==> config.mk <==
export PLATFORM = sky130hd
export DESIGN_NAME = mdr_sequencer
export DESIGN_NICKNAME = d
export VERILOG_FILES = /design/src/rtl/pkg_system_mdr.sv /design/src/rtl/mdr_sequencer.sv
export SDC_FILE = /design/constraint.sdc
export NUM_CORES = 1
export LEC_CHECK = 0
export CORE_ASPECT_RATIO = 0.7
export CORE_MARGIN = 1
export CORE_UTILIZATION = 55
export CTS_BUF_LIST = sky130_fd_sc_hd__clkbuf_8
export CTS_CLUSTER_DIAMETER = 100
export DETAILED_ROUTE_END_ITERATION = 16
export PLACE_DENSITY = 0.88
export SLEW_MARGIN = 20
export SYNTH_ARGS = -nofsm -noshare
export SYNTH_HDL_FRONTEND = slang
export SYNTH_SLANG_ARGS = --single-unit
==> constraint.sdc <==
create_clock -name i_clk -period 3.92 [get_ports i_clk]
set_input_delay 0.784 -clock i_clk [delete_from_list [all_inputs] [get_ports i_clk]]
set_output_delay 0.784 -clock i_clk [all_outputs]
set_load 0.005 [all_outputs]
==> src/rtl/pkg_system_mdr.sv <==
// rtl/pkg_system_mdr.sv - shared types and constants for the MDR unit
//
// DW             : operand width
// data_in_t      : DW-bit operand
// data_t         : 2*DW-bit result / wide datapath word
// op_t           : ALU selector (NULL passes operand a through)
// op_select_t    : requested operation
// mdr_seq_state_t: mdr_sequencer FSM states
package pkg_system_mdr;

  localparam int DW = 16;

  typedef logic [DW-1:0]   data_in_t;
  typedef logic [2*DW-1:0] data_t;

  typedef enum logic [1:0] {
    NULL = 2'd0,
    ADD  = 2'd1,
    SUBS = 2'd2
  } op_t;

  typedef enum logic [1:0] {
    MULT = 2'd0,
    DIV  = 2'd1,
    ROOT = 2'd2
  } op_select_t;

  typedef enum logic [1:0] {
    IDLE = 2'd0,
    LOAD = 2'd1,
    ITER = 2'd2,
    DONE = 2'd3
  } mdr_seq_state_t;

endpackage

==> src/rtl/mdr_sequencer.sv <==
// rtl/mdr_sequencer.sv - iterative multiply/divide/root control stage ahead of alu_mult
//
// Optional feature macro: MDR_SEQ_EARLY_TERM_EN (MULT stops once the remaining
// multiplier bits are all zero).
//
// Ports:
//   i_clk, i_rst_n         clock, asynchronous active-low reset
//   i_start, i_op, i_a, i_b request (sampled only in IDLE)
//   o_busy, o_done         status; o_done is a one-cycle pulse
//   o_result, o_rem, o_err result, remainder, divide-by-zero (held until next LOAD)
//   o_alu_*                selector, op, enable, init, flag and operands to the ALU
//   i_alu_M, i_alu_DR      ALU results, captured at the next edge
//   i_alu_flag             ALU flag, only checked by assertion during DIV subtracts
module mdr_sequencer
  import pkg_system_mdr::*;
(
  input  logic       i_clk,
  input  logic       i_rst_n,
  input  logic       i_start,
  input  op_select_t i_op,
  input  data_in_t   i_a,
  input  data_in_t   i_b,
  output logic       o_busy,
  output logic       o_done,
  output data_t      o_result,
  output data_in_t   o_rem,
  output logic       o_err,
  output op_t        o_alu_sltr,
  output op_select_t o_alu_op,
  output logic       o_alu_en,
  output logic       o_alu_init,
  output logic       o_alu_flag,
  output data_in_t   o_alu_a_M,
  output data_in_t   o_alu_b_M,
  output data_t      o_alu_a_DR,
  output data_t      o_alu_b_DR,
  input  data_in_t   i_alu_M,
  input  data_t      i_alu_DR,
  input  logic       i_alu_flag
);

  localparam int CNT_W = $clog2(DW + 1);

  mdr_seq_state_t   state_q, state_d;
  op_select_t       op_q, op_d;
  data_in_t         a_q, a_d;           // multiplier/acc_lo, dividend or radicand shifter
  data_in_t         b_q, b_d;           // multiplicand or divisor
  data_in_t         acc_hi_q, acc_hi_d; // MULT upper accumulator
  data_t            rem_q, rem_d;       // DIV/ROOT partial remainder
  data_in_t         qr_q, qr_d;         // quotient or root being built
  logic [CNT_W-1:0] cnt_q, cnt_d;
  data_t            result_q, result_d;
  data_in_t         rem_out_q, rem_out_d;
  logic             err_q, err_d;

  logic             carry;
  data_t            rem_p;
  data_t            trial;
`ifdef MDR_SEQ_EARLY_TERM_EN
  data_t            mul_mask;
`endif

  always_comb begin
    state_d    = state_q;
    op_d       = op_q;
    a_d        = a_q;
    b_d        = b_q;
    acc_hi_d   = acc_hi_q;
    rem_d      = rem_q;
    qr_d       = qr_q;
    cnt_d      = cnt_q;
    result_d   = result_q;
    rem_out_d  = rem_out_q;
    err_d      = err_q;
    carry      = 1'b0;
    rem_p      = '0;
    trial      = '0;
`ifdef MDR_SEQ_EARLY_TERM_EN
    mul_mask   = (data_t'(1) << cnt_q) - data_t'(1);
`endif
    o_alu_sltr = NULL;
    o_alu_op   = MULT;
    o_alu_en   = 1'b0;
    o_alu_init = 1'b0;
    o_alu_flag = 1'b0;
    o_alu_a_M  = '0;
    o_alu_b_M  = '0;
    o_alu_a_DR = '0;
    o_alu_b_DR = '0;

    case (state_q)
      IDLE: begin
        if (i_start) begin
          op_d    = i_op;
          a_d     = i_a;
          b_d     = i_b;
          state_d = LOAD;
        end
      end

      LOAD: begin
        o_alu_init = 1'b1;
        acc_hi_d   = '0;
        rem_d      = '0;
        qr_d       = '0;
        err_d      = 1'b0;
        result_d   = '0;
        rem_out_d  = '0;
        cnt_d      = (op_q == ROOT) ? CNT_W'(DW / 2) : CNT_W'(DW);
        state_d    = ITER;
`ifdef MDR_SEQ_EARLY_TERM_EN
        // Shift b through acc_lo so early exit tracks the highest set bit of b.
        if (op_q == MULT) begin
          a_d = b_q;
          b_d = a_q;
        end
`endif
        // Divide-by-zero settles its result here and passes through one
        // idle ITER cycle, which keeps its done pulse after edge 2.
        if (op_q == DIV && b_q == '0) begin
          err_d     = 1'b1;
          result_d  = {{DW{1'b0}}, {DW{1'b1}}};
          rem_out_d = a_q;
        end
      end

      ITER: begin
        o_alu_en = 1'b1;
        o_alu_op = op_q;
        cnt_d    = cnt_q - 1'b1;
        if (err_q) begin
          state_d = DONE;
        end else begin
          if (cnt_q == CNT_W'(1)) state_d = DONE;
          case (op_q)
            MULT: begin
              o_alu_a_M = acc_hi_q;
              o_alu_b_M = b_q;
              if (a_q[0]) o_alu_sltr = ADD;
              // The ALU sum is DW bits wide; a wrap shows up as a smaller value.
              carry    = (i_alu_M < acc_hi_q);
              acc_hi_d = {carry, i_alu_M[DW-1:1]};
              a_d      = {i_alu_M[0], a_q[DW-1:1]};
`ifdef MDR_SEQ_EARLY_TERM_EN
              if ((data_t'(a_q) & mul_mask) == '0) begin
                {acc_hi_d, a_d} = {acc_hi_q, a_q} >> cnt_q;
                state_d         = DONE;
              end
`endif
            end
            DIV: begin
              rem_p      = {rem_q[2*DW-2:0], a_q[DW-1]};
              a_d        = a_q << 1;
              o_alu_a_DR = rem_p;
              if (rem_p >= data_t'(b_q)) begin
                o_alu_sltr = SUBS;
                o_alu_b_DR = data_t'(b_q);
                o_alu_flag = 1'b1;
                qr_d       = {qr_q[DW-2:0], 1'b1};
              end else begin
                qr_d       = {qr_q[DW-2:0], 1'b0};
              end
              rem_d = i_alu_DR;
            end
            ROOT: begin
              rem_p      = {rem_q[2*DW-3:0], a_q[DW-1:DW-2]};
              trial      = {{(DW-2){1'b0}}, qr_q, 2'b01};
              a_d        = a_q << 2;
              o_alu_a_DR = rem_p;
              if (rem_p >= trial) begin
                o_alu_sltr = SUBS;
                o_alu_b_DR = trial;
                qr_d       = {qr_q[DW-2:0], 1'b1};
              end else begin
                qr_d       = {qr_q[DW-2:0], 1'b0};
              end
              rem_d = i_alu_DR;
            end
            default: ;
          endcase
          if (state_d == DONE) begin
            result_d  = (op_q == MULT) ? {acc_hi_d, a_d} : data_t'(qr_d);
            rem_out_d = (op_q == MULT) ? '0 : rem_d[DW-1:0];
          end
        end
      end

      DONE: state_d = IDLE;

      default: state_d = IDLE;
    endcase
  end

  always_ff @(posedge i_clk or negedge i_rst_n) begin
    if (!i_rst_n) begin
      state_q   <= IDLE;
      op_q      <= MULT;
      a_q       <= '0;
      b_q       <= '0;
      acc_hi_q  <= '0;
      rem_q     <= '0;
      qr_q      <= '0;
      cnt_q     <= '0;
      result_q  <= '0;
      rem_out_q <= '0;
      err_q     <= 1'b0;
    end else begin
      state_q   <= state_d;
      op_q      <= op_d;
      a_q       <= a_d;
      b_q       <= b_d;
      acc_hi_q  <= acc_hi_d;
      rem_q     <= rem_d;
      qr_q      <= qr_d;
      cnt_q     <= cnt_d;
      result_q  <= result_d;
      rem_out_q <= rem_out_d;
      err_q     <= err_d;
    end
  end

  assign o_busy   = (state_q != IDLE);
  assign o_done   = (state_q == DONE);
  assign o_result = result_q;
  assign o_rem    = rem_out_q;
  assign o_err    = err_q;

  // A divide subtract is only issued when rem' >= b, so the ALU must report no borrow.
  assert property (@(posedge i_clk) disable iff (!i_rst_n)
    (state_q == ITER && op_q == DIV && o_alu_sltr == SUBS) |-> i_alu_flag);

endmodule
=== Yosys cells after proc, flatten, opt, wreduce, memory -nomap -nowiden ===
Cells that the tools add are included.
W data, S select, Z words.

* $lt $le $gt $ge: 3
* Add/subtract/negate cells: 1
* Reduce and logical (&&, ||, !) cells: 13
* Multiplexer cells: 61
* Equal/unequal tests: 11

{| class="wikitable"
|+ Operators with widths
! kind !! number
|-
| $mux W16 || 17
|-
| $mux W32 || 5
|-
| $pmux W16 S2 || 5
|-
| $pmux W32 S2 || 2
|-
| $mux W31 || 2
|-
| $pmux W31 S2 || 1
|-
| $mux W18 || 3
|-
| $pmux W16 S3 || 1
|-
| $pmux W18 S2 || 1
|-
| $ge A32 B16 Y1 || 1
|-
| $ge A32 B18 Y1 || 1
|-
| $mux W2 || 10
|-
| $logic_not A16 Y1 || 1
|-
| $lt A16 B16 Y1 || 1
|-
| $mux W1 || 10
|-
| $pmux W5 S2 || 1
|-
| $reduce_and A3 Y1 || 3
|-
| $eq A2 B2 Y1 const B || 4
|-
| $ne A2 B2 Y1 const B || 4
|-
| $pmux W2 S4 || 1
|-
| $pmux W2 S3 || 1
|-
| $reduce_bool A2 Y1 || 3
|-
| $eq A5 B1 Y1 const B || 1
|-
| $mux W5 || 1
|-
| other kinds (6) || 9
|}

* Register bits after elaboration: 153
* Bits of input ports: 86

=== Longest topological paths before layout ===
* Word-level depth: 8
* Gate-level depth with buffers: 12

=== Least setup slack after synthesis ===
Ideal clock, no wire load.

* Kind: reg2out
* Start point: reg a_q[15]
* End point: out o_alu_b_DR[10]
* Slack: 0.937 ns
* Data arrival time: 2.199 ns
* Cell stages (with the launch flop): 11
* Cells stage by stage: dfrtp_1 > inv_1 > ha_1 > nand2b_1 > a2111o_1 > a31oi_1 > o311ai_1 > nor2b_1 > clkbuf_1 > buf_2 > a22o_1

* Cells in the longest elaborated chain, start to end: 5
* Elaborated cells on any way between the ends: 7
* Those cells by class: order compare (2); mux (5)

{| class="wikitable"
|+ RTL lines
! element !! RTL line !! source
|-
| from (decl) || mdr_sequencer.sv:46 || <nowiki>data_in_t a_q, a_d;</nowiki>
|-
| from (signal assigned) || mdr_sequencer.sv:198 || <nowiki>a_q <= '0;</nowiki>
|-
| from (signal assigned) || mdr_sequencer.sv:210 || <nowiki>a_q <= a_d;</nowiki>
|-
| $ge A32 B18 Y1 or $ge A32 B16 Y1 (tied branches) || mdr_sequencer.sv:170, mdr_sequencer.sv:155 ||
|-
| $mux W18 or $mux W16 (tied branches) || mdr_sequencer.sv:170, mdr_sequencer.sv:155 ||
|-
| $pmux W18 S2 * || mdr_sequencer.sv:135 || <nowiki>case (op_q)</nowiki>
|-
| $mux W18 * || mdr_sequencer.sv:131 || <nowiki>if (err_q) begin</nowiki>
|-
| $mux W18 * || mdr_sequencer.sv:91 || <nowiki>case (state_q)</nowiki>
|-
| to (decl) || mdr_sequencer.sv:36 || <nowiki>output data_t o_alu_b_DR,</nowiki>
|}

Every way passes the cells marked *; elsewhere a longest branch is shown, timed or not.

=== Worst setup path after layout ===
* Start point: reg rem_q[20]
* End point: out o_alu_b_DR[17]

* Cells in the longest elaborated chain, start to end: 5

{| class="wikitable"
|+ RTL lines
! element !! RTL line !! source
|-
| from (decl) || mdr_sequencer.sv:49 || <nowiki>data_t rem_q, rem_d;</nowiki>
|-
| from (signal assigned) || mdr_sequencer.sv:213 || <nowiki>rem_q <= rem_d;</nowiki>
|-
| $ge A32 B18 Y1 || mdr_sequencer.sv:170 || <nowiki>if (rem_p >= trial) begin</nowiki>
|-
| $mux W18 || mdr_sequencer.sv:170 ||
|-
| $pmux W18 S2 || mdr_sequencer.sv:135 ||
|-
| $mux W18 || mdr_sequencer.sv:131 ||
|-
| $mux W18 || mdr_sequencer.sv:91 ||
|}

Every way passes these cells.

==> impl_results.md <==
- Synth Area in XOR/XNOR: 0
- Root buffer selected by CTS: clkbuf_8
- Routed WL per cell: slightly above 20 µm
- Hold Path Class: primary input to async pin
- Mux contribution to synthesized area: 0.0630
- Syn avg cell area: 8.63 µm²
- Post-Synth Adder-Cell Area: 0.0774
- IO Port Bufs: 223
- First-pass GRT wire length: between 40 and 50 mm
- Final hold vios: 0
- Post-CTS Hold Buffers: 0
- Yosys top cell area share: 0.408
- Peak supply drop: 0.648 mV
- CP max stage delay: 590 ps
- R2R Setup Slk: 940 ps
- Initial Util: 0.569
- Setup-failing EPs final: 1
- Commonest register cell after synthesis: dfrtp_1
- Slew HR: 0.262
- Worst EP required: 3140 ps
- Fmax: 0.247 GHz
- Netlist cell types: 57
- WP data arrival: 3260 ps
- Non-Filler Instances: approximately 1600
- CP max FO: 17
- Routed Wire Length: approximately 32 mm
- Initial DRC count: 1534
- Crit path kind: flop to output port
- Overall power: ~10 mW
- Synth Area in Simple Gates: 0.167
- Largest net degree at the start of global routing: 81
- Worst Skew: 18.1 ps
- FP Rows: 39
- Grt total ovfl: 0
- Startpoint Class: flop
- Overall die height: 111 µm
- CP Capture Type: output port
- Final instance area: 12600 µm²
- TritonCTS clock tree: yes
- Static leakage: 5.80 nW
- Max Slew Vio Count: 0
- Die area: around 18000 µm²
- Synthesized cell area: 9380 µm²
- Tcrit/Tclk final: 1.03
- Largest family of logic cells by synthesized area: compound AO/OA/AOI/OAI gates
- Core box area: around 16000 µm²
- Post-synth EDFFs: 0
- Crit path time final: between 4000 and 5000 ps
- PnR worst setup slack: -124 ps
- Max-cap violations: 0
- Top cell type by total area after synthesis: dfrtp_1
- Critical R2R Launch: state_q[0]
- Layout cell share with drive strength beyond 1: 0.104
- Complex-gate fraction of the synthesized area: 0.216
- Critical path's slowest cell: or4_4
- Ports: 240
- Capturing point of the worst reg2reg path: o_result[0]
- Synth Warn #: 0
- Final RePlAce weighted congestion: 0.996
- Htree depth: 4
- R2R depth: 9
- Clock buffer depth: 2
- Initial antenna violation count: 1
- Area delta synth->final: 34.0%
- Slew @ Worst Pin: 1100 ps
- Post-layout net count: roughly 1500
- Vias in the first global route: around 9000
- Hold_ws: 359 ps
- Post-synthesis sequential area ratio: 0.408
- Later-pin clock latency in the skew report: 460 ps
- Fin Setup TNS: -124 ps
- Dpl cells: 1517
- Post-Synthesis Cells: 1087
- Die X: 158 µm
- Pwr/cell area: around 800 nW/µm²
- Clk slew on worst S/H paths: 100 ps
- Router iterations before antenna repair: 6
- Ranking of synthesized cells by area: dfrtp_1 (41%), ha_1 (7.7%), nand2_1 (7.0%)
- Via-to-Cell Ratio: 6.18
- DR vias: just under 10000
- Clock Sinks: 153
- Final ANT Viol Nets: 0
- GRT Overall Usage: 0.372
- Post-synthesis register bit count: 153
- Placed inst area: about 12000 µm²
- Diode count: 0
- Failing checks: negative setup slack
- Status: finished with violations
- RSZ-0062 raised after global routing: true
- Synth async-reset ratio: 1.00
- Worst path cell trace: or4_4 -> nor4_4 -> o211ai_1 -> o211ai_2 -> nor2b_4 -> buf_12 -> and2_1 -> clkdlybuf4s50_1
- Num CTS Buffers: 17
- DR DRC count: 0
- Dpl hpwl: 23.2 mm
worst max-delay path: cells and delay by family, from the launching register on:
family                 cells  cell delay, ps
DFF                        1             430
AOI/OAI and AO/OA          2             430
and+or+nand+nor            4            1280
buffers and inverters      2             660
layout make-up:
class | instances | area [µm²]
fillers | 1143 | 3920
repair buffers | 292 | 2830
flip-flops and latches | 153 | 3830
well taps | 225 | 282
multi-input cells | 798 | 5020
clock inverters | 14 | 160
clock buffers | 17 | 234
inverters | 57 | 214
routing by layer:
layer	part of all wire	vias to the layer above	GRT usage
met2	0.41	697	0.506
met4	0.030	0	0.115
met3	0.14	87	0.118
met1	0.42	4556	0.556
met5	0	-	0
li1	-	4273	-
how the worst max path moves through the flow:
stage / endpoint / cells after the start / start
finish: o_alu_b_DR[17] / 8 / rem_q[20]
global route: o_alu_b_DR[17] / 8 / rem_q[20]
CTS: o_alu_b_DR[15] / 10 / rem_q[10]
detailed placement: o_alu_b_DR[4] / 9 / b_q[7]
global placement: o_alu_b_DR[4] / 9 / b_q[7]
floorplan: o_alu_b_DR[10] / 10 / a_q[15]
cell usage in the layout, fill, tap and decap left out, types with 3 or more instances in the layout:
| master | synthesis | routed |
|---|---|---|
| mux2i_1 | 32 | 32 |
| mux2_2 | 24 | 24 |
| a222oi_1 | 14 | 14 |
| and2_1 | 8 | 8 |
| clkbuf_8 | 0 | 17 |
| nand3_1 | 22 | 21 |
| nor4_1 | 3 | 3 |
| a211oi_1 | 7 | 7 |
| o21a_1 | 13 | 13 |
| o22ai_1 | 13 | 13 |
| nand2_1 | 175 | 175 |
| buf_12 | 1 | 3 |
| clkdlybuf4s50_1 | 0 | 206 |
| nand2b_1 | 8 | 8 |
| nor2_1 | 90 | 88 |
| o211ai_1 | 3 | 3 |
| bufinv_16 | 0 | 3 |
| a22o_1 | 29 | 29 |
| a22oi_1 | 33 | 33 |
| a21oi_1 | 52 | 52 |
| o21ai_0 | 101 | 99 |
| conb_1 | 1 | 14 |
| nor3_1 | 33 | 32 |
| nand4_1 | 5 | 5 |
| nor2b_1 | 6 | 5 |
| clkinvlp_4 | 0 | 3 |
| ha_1 | 58 | 58 |
| a21o_1 | 6 | 6 |
| buf_4 | 14 | 65 |
| inv_1 | 55 | 58 |
| o21ai_1 | 6 | 8 |
| dlymetal6s2s_1 | 0 | 15 |
| a2bb2oi_1 | 15 | 15 |
| dfrtp_1 | 153 | 152 |
timing repair:
action                                  in CTS  in global routing
endpoints found under the setup margin      18                 21
buffers inserted                             4                  4
pin swaps                                    6                  4
resized for setup                            7                 22
cell families after synthesis:
group / count (synthesis)
buffers and inverters: 149
adders and majority gates: 58
other: 1
muxes: 56
DFF: 153
and+or+nand+nor: 361
AOI/OAI and AO/OA: 309
cell usage after synthesis (22+ instances only):
cell type,number
o21ai_0,101
a22oi_1,33
nor2_1,90
clkbuf_1,67
ha_1,58
nand2_1,175
inv_1,55
nand3_1,22
a21oi_1,52
a22o_1,29
mux2i_1,32
nor3_1,33
dfrtp_1,153
mux2_2,24
sequential cells by signal, indices dropped and copies added (netlist names):
signal,count
qr_q,16
acc_hi_q,16
op_q,2
cnt_q,5
rem_q,31
a_q,16
o_rem,16
state_q,2
o_result,32
o_err,1
b_q,16
per-stage QoR:
step | worst slack (ps) | util
floorplan | 937 | -
global placement | 30.0 | 0.728
detailed placement | -40.8 | 0.728
CTS | 7.48 | 0.756
global route | -202 | 0.762
finish | -124 | 0.762
where the power goes:
part	switching, mW	internal [mW]
Combinational	3.57	2.55
Sequential	0.574	2.20
Clock	0.627	0.620
Total	4.77	5.37
Power figures use the tool's default switching activity.
